**config.mk**
```make
export PLATFORM = sky130hd
export DESIGN_NAME = sw_input_conditioner
export DESIGN_NICKNAME = d
export VERILOG_FILES = /design/src/rtl/sw_input_conditioner.sv
export SDC_FILE = /design/constraint.sdc
export NUM_CORES = 1
export LEC_CHECK = 0
export CORE_ASPECT_RATIO = 0.8
export CORE_MARGIN = 1.5
export CORE_UTILIZATION = 42
export CTS_CLUSTER_SIZE = 14
export DETAILED_ROUTE_END_ITERATION = 8
export PLACE_DENSITY = 0.77
export SYNTH_ARGS = -nofsm -noshare
export SYNTH_HDL_FRONTEND = slang
export SYNTH_SLANG_ARGS = --single-unit
```
**constraint.sdc**
```tcl
create_clock -name clk -period 2.9 [get_ports clk]
set_input_delay 0.87 -clock clk [delete_from_list [all_inputs] [get_ports clk]]
set_output_delay 0.87 -clock clk [all_outputs]
set_load 0.05 [all_outputs]
```
**src/rtl/sw_input_conditioner.sv**
```systemverilog
// Slide-switch conditioner: two-flop synchronizer, optional per-bit debounce
// (enabled by the SW_DEBOUNCE_EN macro), stable output word and sticky change record.
module sw_input_conditioner #(
    parameter int WIDTH           = 18,
    parameter int DEBOUNCE_CYCLES = 500000,
    parameter int CNT_W           = $clog2(DEBOUNCE_CYCLES)
) (
    input  logic             clk,
    input  logic             rst,
    input  logic [WIDTH-1:0] sw_in,
    input  logic             ack,
    output logic [WIDTH-1:0] sw_out,
    output logic             changed,
    output logic [WIDTH-1:0] change_mask
);

    // The counter must be able to reach DEBOUNCE_CYCLES-1 without wrapping.
    if (DEBOUNCE_CYCLES < 2 || (2 ** CNT_W) < DEBOUNCE_CYCLES) begin : g_bad_param
        $error("sw_input_conditioner: illegal DEBOUNCE_CYCLES/CNT_W");
    end

    logic [WIDTH-1:0] sync1_q, sync2_q;
    logic [WIDTH-1:0] sw_q, sw_d;
    logic [WIDTH-1:0] mask_q, mask_d;
    logic             changed_q, changed_d;
    logic [WIDTH-1:0] upd;

    always_ff @(posedge clk or posedge rst) begin
        if (rst) begin
            sync1_q <= '0;
            sync2_q <= '0;
        end else begin
            sync1_q <= sw_in;
            sync2_q <= sync1_q;
        end
    end

`ifdef SW_DEBOUNCE_EN
    for (genvar gi = 0; gi < WIDTH; gi++) begin : g_bit
        logic [CNT_W-1:0] cnt_q, cnt_d;
        logic             differ, expire;

        assign differ      = sync2_q[gi] ^ sw_q[gi];
        assign expire      = (cnt_q == CNT_W'(DEBOUNCE_CYCLES - 1));
        assign sw_d[gi]    = (differ && expire) ? sync2_q[gi] : sw_q[gi];
        // Any return to the stable level, or an acceptance, restarts the count.
        assign cnt_d       = (differ && !expire) ? cnt_q + CNT_W'(1) : '0;

        always_ff @(posedge clk or posedge rst) begin
            if (rst) begin
                cnt_q <= '0;
            end else begin
                cnt_q <= cnt_d;
            end
        end
    end
`else
    assign sw_d = sync2_q;
`endif

    assign upd = sw_d ^ sw_q;

    // A fresh update on the ack edge survives the clear.
    always_comb begin
        mask_d    = ack ? upd : (mask_q | upd);
        changed_d = |mask_d;
    end

    always_ff @(posedge clk or posedge rst) begin
        if (rst) begin
            sw_q      <= '0;
            mask_q    <= '0;
            changed_q <= 1'b0;
        end else begin
            sw_q      <= sw_d;
            mask_q    <= mask_d;
            changed_q <= changed_d;
        end
    end

    assign sw_out      = sw_q;
    assign change_mask = mask_q;
    assign changed     = changed_q;

endmodule

```
==> results of run 1 <==
power by group through the flow:
| stage | sequential (W) | clock (W) | combinational [W] |
|---|---|---|---|
| floorplan | 0.00128 | 0 | 0.0000733 |
| global placement | 0.00114 | 0 | 0.000353 |
| detailed placement | 0.00114 | 0 | 0.000357 |
| CTS | 0.00112 | 0.000809 | 0.000359 |
| global route | 0.00113 | 0.000851 | 0.000377 |
| finish | 0.00112 | 0.000786 | 0.000355 |
kinds of logic (layout without fill, tap and decap cells):
kind of cell	after synthesis	after routing
simple gates	34	34
flops	73	73
xor+xnor	18	18
compound gates	6	6
buf+inv	8	82
sequential cells by signal, indices dropped and copies added, names as in the netlist:
register and count:
changed 1, sw_d 18, sw_out 18, change_mask 18, sync1_q 18
final cells by class:
cell class                      instances  area (µm²)
Fill cell                             403        1960
Sequential cell                        73        1830
Timing Repair Buffer                   59         598
Multi-Input combinational cell         58         378
Clock buffer                            9         124
Clock inverter                          7        78.8
Tap cell                               62        77.6
Inverter                                7        26.3
path summary, 6_finish.rpt:
| path | to | slack [ps] | depth (start not counted) |
|---|---|---|---|
| hold reg to reg | sw_d[9] | 350 | 0 |
| hold / removal | sw_d[9] | 350 | 0 |
| max in group asynchronous | changed | 1390 | 3 |
| min in group asynchronous | sw_d[9] | 900 | 2 |
| setup reg to reg | changed | 1490 | 4 |
| setup / recovery | sw_out[9] | 450 | 1 |
per-stage QoR:
step                hold slack [ps]  total power, W  worst slack (ps)  instance area, µm²  cells
floorplan                       331         0.00136               177                2240    139
global placement                331         0.00149               365                2910    259
detailed placement              335         0.00150               284                2910    259
CTS                             349         0.00229               416                3110    275
global route                    351         0.00236               397                3110    275
finish                          348         0.00226               451                3110    275
cells in the final DEF, fill, tap and decap left out, drive strengths merged:
| master | netlist | layout |
|---|---|---|
| xnor2 | 18 | 18 |
| clkbuf | 0 | 9 |
| bufinv | 0 | 1 |
| nor4 | 3 | 3 |
| nand4 | 6 | 6 |
| clkdlybuf4s50 | 0 | 57 |
| nand3 | 1 | 1 |
| clkinvlp | 0 | 3 |
| o21ai | 6 | 6 |
| buf | 1 | 2 |
| or2b | 1 | 1 |
| clkinv | 0 | 2 |
| nand2b | 11 | 11 |
| inv | 7 | 8 |
| dfrtp | 73 | 73 |
| nand2 | 12 | 12 |
metal layers:
layer	routed length (µm)	GRT usage [%]
met5	0	0
met4	31	5.04
met3	411	10.5
met2	1710	23.6
met1	1770	18.6
==> impl_results.md, run 1 <==
* Outcome: finished clean
* # setup viols final at 0
* Leak Pwr at 1.33 nW
* Gate count of the mapped netlist at 139
* Final count of pins violating max slew at 0
* First-pass GRT wire length at 6470 µm
* Xor/xnor share of the synthesized area at 7.37%
* Tot GR Track Use at 15.8%
* Switching power share of the total at 28.7%
* Synth Area in Adders at 0%
* Synth-to-Final Area Change at 38.7%
* Pwr dens at 728 mW/mm²
* Synth area leader: dfrtp_1
* Antenna-violating nets left at 0
* Yosys Warn Count at 0
* Max Clk Rate at 0.408 GHz
* Final Hold Viols at 0
* Share of the synthesized area in the top cell type at 81.5%
* Slew HR at 60.5%
* Grt ovf at 0
* Largest family of logic cells by synthesized area: simple AND/OR/NAND/NOR gates
* Top post-synthesis cells by area: dfrtp_1 (81%), xnor2_1 (6.6%), nand2b_1 (3.1%)
* Mapped Avg Cell Area at 16.1 µm²
* Final nets at 229
* Number of setup buffers added after CTS at 0
* Synth Register Bits at 73
* Detailed placement HPWL at 2760 µm
* DR iter-0 viols at 39
* Antenna violations before repair at 0
* Post-Synth Simple-Gate Area at 8.15%
* Worst Setup SP: sw_out[9]
* Worst-margin pin slew at 592 ps
* First-pass DRT Iterations at 4
* Synth Area in Compound Gates at 1.34%
* Async set or reset register ratio after synthesis at 100%
* Number of flops mapped to enable cells by yosys at 0
* Antenna diodes at 0
* Worst ir drop on vdd at 454 µV
* Post-CTS Hold Buffers at 0
* Ports at 58
* Unique cell type count in the Yosys netlist at 12
* TNS Setup at 0 ps
* CTS buffer count at 9
* Skew final at 10.4 ps
* PostCTS Resize Cnt at 0
* Vias in the first global route at 1,340
* Critical path's top delay family: buffers and inverters
* Routed vias at 1,259
* TritonCTS clock tree: built
* Multiplexer share of the synthesized area at 0%
* Max incr delay on CP at 840 ps
* Register area share after synthesis at 81.5%
* Vias per Instance at 4.58
* CP max stage cell: clkdlybuf4s50_1
* Die W at 84.7 µm
* Clock sink count at 73
* Critical Path Fanout Max at 2
* Mapped cell area at 0.00224 mm²
* Crit Path Class: flip-flop to output pin
* Row count at 23
* Int Pwr at 0.00161 W
* Critical path required time at 2030 ps
* CP Cell Sequence: clkdlybuf4s50_1
* Fin crit period at 2450 ps
* RSZ-0062 raised after global routing: no
* Portion of total power attributed to sequential cells at 49.6%
* Clock Root Buffer: clkbuf_8
* P_sw at 0.000650 W
* Clk pwr share at 34.7%
* Most frequent cells after synthesis: dfrtp_1 (73), xnor2_1 (17), nand2_1 (12), nand2b_1 (11), inv_1 (7)
* Initial core utilization at 44.3%
* Clock Path Buffers at 2
* CTS clk-pin slew, worst paths at 80 ps
* Count leader, synth: dfrtp_1
* Share of cells above drive strength 1 at 9.39%
* Reg-to-Reg Start: sw_out[11]
* Min-delay src: sync1_q[9]
* Core Region at 0.00506 mm²
* Buffers on Ports at 57
* DRT Wirelength at 3920 µm
* Clk_lat worst skew at 350 ps
* Logic gate share of total power at 15.7%
* Final period utilization at 84.4%
* Buf+Inv Stages, Crit Path at 1
* Syn nets at 160
* Maxcap violations at 0
* Die height at 68.4 µm
* H-tree depth at 3
* Worst Setup End Kind: output pin
* DRC viols at 0
* Ys flop type: dfrtp_1
* Hold Crit Class: flip-flop to flip-flop
* Die area at 0.00579 mm²
* Final core occ at 61.4%
* Avg WL per Cell at 14.2 µm
* Placer Congestion at 0.704
* Largest net degree at the start of global routing at 39
* Startpoint Class: flip-flop
* Crit path arrival time at 1580 ps
(Power assumes the default switching activity.)
==> run 2, diff against run 1 <==
- CORE_UTILIZATION: 42 -> 47
- PLACE_DENSITY: 0.77 -> 0.81
- clock period: 2.9 -> 2.3 ns (I/O delays scaled with it)
==> run 2 against run 1 <==
Effect of this change:
- power rose by 31%
- sequential share of layout area fell by 0.68 points
- die area fell by 10%
- combinational power rose by 27%
- final area rose by 1.2%
- critical endpoint is now change_mask[9]
==> impl_results.md, run 2 (same netlist as run 1, synthesis figures left out) <==
* Antenna violations before repair at 0 (unchanged)
* Portion of total power attributed to sequential cells at 47.7% (-1.9 points)
* TritonCTS clock tree: built
* # setup viols final at 0 (unchanged)
* Skew final at 8.90 ps (-1.51 ps)
* GR Layer Usage met1 at 19.2% (+0.64 points)
* DR iter-0 viols at 43 (+10%)
* Die area at 0.00520 mm² (-10%)
* Fin Hold WS at 345 ps (-2.22 ps)
* Switching power share of the total at 26.8% (-1.9 points)
* Most frequent cells in the layout: dfrtp_1 (73), clkdlybuf4s50_1 (56), xnor2_1 (17), nand2_1 (12), nand2b_1 (11)
* Area of the multi-input gates at 378 µm² (unchanged)
* Leak Pwr at 1.36 nW (+1.7%)
* Share of cells above drive strength 1 at 9.86% (+0.47 points)
* Number of setup buffers added after CTS at 0 (unchanged)
* Worst Setup End Kind: output pin
* Fillers at 313 (-22%)
* Critical path required time at 1610 ps (-420 ps)
* Max incr delay on CP at 830 ps (about the same)
* CP max stage cell: clkdlybuf4s50_1
* Ports at 58 (unchanged)
* Slew HR at 64.4% (+3.9 points)
* DRC viols at 0 (unchanged)
* Crit path arrival time at 1550 ps (-30 ps)
* Core Region at 0.00460 mm² (-9.2%)
* Critical path's top delay family: buffers and inverters
* Worst ir drop on vdd at 590 µV (+30%)
* Clk pwr share at 37.2% (+2.5 points)
* Worst-margin pin slew at 533 ps (-59.8 ps)
* Tot GR Track Use at 16.8% (+1.0 points)
* DRT Wirelength at 3690 µm (-5.8%)
* Buf+Inv Stages, Crit Path at 1 (unchanged)
* Max Clk Rate at 0.446 GHz
* Hold Path Depth at 0 (unchanged)
* Maxcap violations at 0 (unchanged)
* CP Cell Sequence: clkdlybuf4s50_1
* Final period utilization at 97.4%
* Vias per Instance at 4.58 (about the same)
* Final Hold Viols at 0 (unchanged)
* RSZ-0062 raised after global routing: no
* Clock Path Buffers at 2 (unchanged)
* Crit Path Class: flip-flop to output pin
* Detailed placement HPWL at 2490 µm (-10%)
* Initial core utilization at 48.8% (+4.5 points)
* Outcome: finished clean
* First-pass GRT wire length at 6010 µm (-7.1%)
* Fin crit period at 2240 ps
* Logic gate share of total power at 15.1% (-0.6 points)
* Final count of pins violating max slew at 0 (unchanged)
* TNS Setup at 0 ps (unchanged)
* Routed vias at 1,251 (-0.64%)
* Met3 GRT Util at 9.86% (-0.64 points)
* Critical Path Fanout Max at 2 (unchanged)
* Clock sink count at 73 (unchanged)
* Sequential standard cell area at 0.00183 mm² (unchanged)
* Avg WL per Cell at 13.5 µm (-5.1%)
* Clk_lat worst skew at 350 ps (about the same)
* H-tree depth at 3 (unchanged)
* Routing usage on met2 at 25.9% (+2.3 points)
* Cell depth of the worst setup path at 1 (unchanged)
* Placer Congestion at 0.771 (+9.5%)
* CTS clk-pin slew, worst paths at 80 ps (about the same)
* PostCTS Resize Cnt at 0 (unchanged)
* Grt ovf at 0 (unchanged)
* Int Pwr at 0.00217 W (+35%)
* Antenna-violating nets left at 0 (unchanged)
* Most common cell after layout, fill and taps aside: dfrtp_1
* Die W at 80.2 µm (-5.3%)
* Row count at 22 (-4.3%)
* Clock Root Buffer: clkbuf_8
* Die height at 64.8 µm (-5.2%)
* Most Crowded Layer GR: met2
* Startpoint Class: flip-flop
* Antenna diodes at 0 (unchanged)
* First-pass DRT Iterations at 4 (unchanged)
* Largest net degree at the start of global routing at 74 (+90%)
* Final nets at 229 (unchanged)
* Hold Crit Class: flip-flop to flip-flop
* Buffers on Ports at 57 (unchanged)
* Pwr dens at 944 mW/mm² (+30%)
* P_sw at 0.000795 W (+22%)
* Vias in the first global route at 1,306 (-2.5%)
* R2r worst-path depth at 4 (unchanged)
* Post-CTS Hold Buffers at 0 (unchanged)
* CTS buffer count at 9 (unchanged)
* Synth-to-Final Area Change at 40.3%
[run 2: cell count changes in the layout (fill, tap and decap cells not counted)]
| cell | delta |
|---|---|
| buf_12 | +1 |
| clkinv_2 | +1 |
| inv_2 | -1 |
| clkdlybuf4s50_1 | -1 |
| clkbuf_8 | +1 |
| clkinv_4 | -1 |
| clkinvlp_4 | -1 |
| bufinv_16 | +1 |
[run 2: final cells by class]
cell class	count	share of cell area [%]
Sequential cell	73	58.1
Clock inverter	6	2.86
Timing Repair Buffer	59	19.3
Multi-Input combinational cell	58	12.0
Clock buffer	10	4.38
Tap cell	60	2.39
Inverter	7	0.955
[run 2: final timing paths]
| check | from | to | slack, ps |
|---|---|---|---|
| max | change_mask[9] | change_mask[9] | 60 |
| min | sync1_q[0] | sw_d[0] | 350 |
| max reg2reg | sw_out[1] | changed | 1000 |
| min reg2reg | sync1_q[0] | sw_d[0] | 350 |
| max in group asynchronous | rst | change_mask[7] | 1220 |
| min in group asynchronous | rst | sw_d[9] | 790 |
[run 2: power by group through the flow]
| stage | sequential (W) | clock (W) | combinational [W] |
|---|---|---|---|
| finish | 0.00141 | 0.00110 | 0.000450 |
| global route | 0.00142 | 0.00120 | 0.000476 |
| CTS | 0.00142 | 0.00114 | 0.000454 |
| detailed placement | 0.00144 | 0 | 0.000452 |
| global placement | 0.00144 | 0 | 0.000446 |
| floorplan | 0.00162 | 0 | 0.0000927 |
[run 2: per-layer routing]
layer / routed length, µm / share of wire, %
met1: 1520 / 41
met2: 1870 / 51
met3: 253 / 6.9
met4: 51 / 1.4
met5: 0 / 0
[run 2: per-stage QoR]
step	worst slack, ps	cell area, µm²	power [W]	instances	utilization, %
6_report	59.3	3150	0.00297	273	68.4
5_1_grt	13.8	3150	0.00310	273	68.4
4_1_cts	36.4	3150	0.00301	273	68.4
3_5_place_dp	137	2920	0.00189	257	63.5
3_3_place_gp	147	2920	0.00188	257	63.5
2_1_floorplan	798	2250	0.00171	139	-
==> run 3, diff against run 2 <==
- PLACE_DENSITY: 0.81 -> default
- PLACE_DENSITY_LB_ADDON: default -> 0.3
==> run 3 against run 2 <==
Effect of this change:
- register-to-register slack got worse by 50 ps
- utilization fell by 0.16 points
- critical endpoint is now sw_out[12]
- wire length grew 3.7%
- flip-flop and latch count unchanged
- final area down 0.24%
- count of clock-buffer cells in the layout increased by 4
- first-iteration DRC count grew 53%
- critical path type unchanged
- via count is 1.6% higher
- highest routed layer unchanged
==> impl_results.md, run 3 (same netlist as run 1, synthesis figures left out) <==
* Outcome: finished clean
* Startpoint Class: flip-flop
* Detailed placement HPWL at 2660 µm (+7.1%)
* Worst-margin pin slew at 522 ps (-10.3 ps)
* DRT Wirelength at 3830 µm (+3.7%)
* Hold Path Depth at 0 (unchanged)
* Clk_lat worst skew at 330 ps (-20 ps)
* Clock Path Buffers at 2 (unchanged)
* Antenna diodes at 0 (unchanged)
* Row count at 22 (unchanged)
* Post-CTS Hold Buffers at 0 (unchanged)
* Antenna-violating nets left at 0 (unchanged)
* Vias in the first global route at 1,434 (+9.8%)
* DR iter-0 viols at 66 (+53%)
* Final nets at 230 (+0.44%)
* Die height at 64.8 µm (unchanged)
* Share of cells above drive strength 1 at 8.88% (-0.98 points)
* Critical path's top delay family: buffers and inverters
* Final Hold Viols at 0 (unchanged)
* Dpl cell area at 0.00291 mm² (-0.17%)
* H-tree depth at 3 (unchanged)
* Buffers on Ports at 57 (unchanged)
* # setup viols final at 0 (unchanged)
* Core Region at 0.00460 mm² (unchanged)
* CP Cell Sequence: clkdlybuf4s50_1
* Initial core utilization at 48.8% (unchanged)
* Leak Pwr at 1.36 nW (+0.54%)
* Critical Path Fanout Max at 2 (unchanged)
* Antenna violations before repair at 0 (unchanged)
* DRC viols at 0 (unchanged)
* RSZ-0062 raised after global routing: no
* Final Cell Area at 0.00314 mm² (-0.24%)
* Critical path required time at 1610 ps (about the same)
* Worst reg2reg setup slack at 950 ps (-50 ps)
* FF-to-FF End: changed
* Hold Crit Class: flip-flop to flip-flop
* Most Crowded Layer GR: met2
* Clock Root Buffer: clkbuf_8
* GR Layer Usage met1 at 20.7% (+1.4 points)
* Placer Congestion at 0.706 (-8.4%)
* TNS Setup at 0 ps (unchanged)
* R2r worst-path depth at 4 (unchanged)
* Tot GR Track Use at 18.0% (+1.2 points)
* TritonCTS clock tree: built
* Routing usage on met2 at 28.5% (+2.5 points)
* Reg-to-Reg Start: sw_out[10]
* Worst Setup End Kind: output pin
* Final count of pins violating max slew at 0 (unchanged)
* Crit Path Class: flip-flop to output pin
* Slew HR at 65.1% (+0.69 points)
* Max incr delay on CP at 820 ps (about the same)
* First-pass GRT wire length at 6640 µm (+11%)
* Clock sink count at 73 (unchanged)
* Final period utilization at 96.8% (-0.63 points)
* Worst Hold End: sw_d[15]
* Maxcap violations at 0 (unchanged)
* CP max stage cell: clkdlybuf4s50_1
* Most frequent cells in the layout: dfrtp_1 (73), clkdlybuf4s50_1 (55), xnor2_1 (17), nand2_1 (12)
* Die area at 0.00520 mm² (unchanged)
* Max Clk Rate at 0.449 GHz (+0.66%)
* Most common cell after layout, fill and taps aside: dfrtp_1
* Worst ir drop on vdd at 469 µV (-21%)
* CTS buffer count at 9 (unchanged)
* Avg WL per Cell at 14.0 µm (+3.4%)
* Grt ovf at 0 (unchanged)
* Ports at 58 (unchanged)
* Pwr dens at 940 mW/mm² (-0.36%)
* Largest net degree at the start of global routing at 74 (unchanged)
* Min-delay src: sync1_q[15]
* Skew final at 6.26 ps (-2.64 ps)
* First-pass DRT Iterations at 4 (unchanged)
* Crit path arrival time at 1540 ps (about the same)
* Routed vias at 1,271 (+1.6%)
* Vias per Instance at 4.64 (+1.2%)
* Die W at 80.2 µm (unchanged)
* Fin crit period at 2230 ps (-14.6 ps)
* CTS clk-pin slew, worst paths at 70 ps (about the same)
* Met3 GRT Util at 9.30% (-0.56 points)
* Buf+Inv Stages, Crit Path at 1 (unchanged)
* Synth-to-Final Area Change at 40.0%
* Number of setup buffers added after CTS at 0 (unchanged)
==> run 3: stage by stage <==
stage	cells	hold slack, ps	worst slack (ps)	utilization [%]	total power [W]
floorplan	139	331	798	-	0.00171
global placement	258	332	158	63.4	0.00188
detailed placement	258	336	74.0	63.4	0.00189
CTS	274	351	21.4	68.2	0.00299
global route	274	353	4.74	68.3	0.00309
finish	274	348	73.9	68.3	0.00295
==> run 3: final cells by class <==
class	count	area [µm²]
clock buffer	14	163
clock inverter	2	60.1
fill	305	1460
inverter	7	30.0
multi-input combinational	58	378
sequential	73	1830
tap	60	75.1
timing repair buffer	60	606
==> run 3: metal layers <==
layer,part of all wire [%],up-vias
li1,-,584
met1,43,631
met2,49,52
met3,7.1,4
met4,0.91,0
met5,0,-
==> run 3: power breakdown <==
part	switching, W	total [W]	leakage, nW	internal, W
Combinational	0.000286	0.000448	0.420	0.000161
Sequential	0.0000512	0.00142	0.831	0.00137
Clock	0.000411	0.00108	0.111	0.000672
==> run 3: what timing repair did <==
item,in CTS,in global routing
endpoints found under the hold margin,0,0
endpoints found under the setup margin,0,1
gates resized for setup,0,1
==> run 3: worst max path at each step <==
stage / from / endpoint / slack (ps) / depth (start not counted)
6_report: sw_out[12] / sw_out[12] / 70 / 1
5_1_grt: sw_out[7] / sw_out[7] / 5 / 1
4_1_cts: sw_out[4] / sw_out[4] / 20 / 1
3_5_place_dp: ack / changed / 70 / 6
3_3_place_gp: ack / changed / 160 / 6
2_1_floorplan: rst / change_mask[0] / 800 / 1
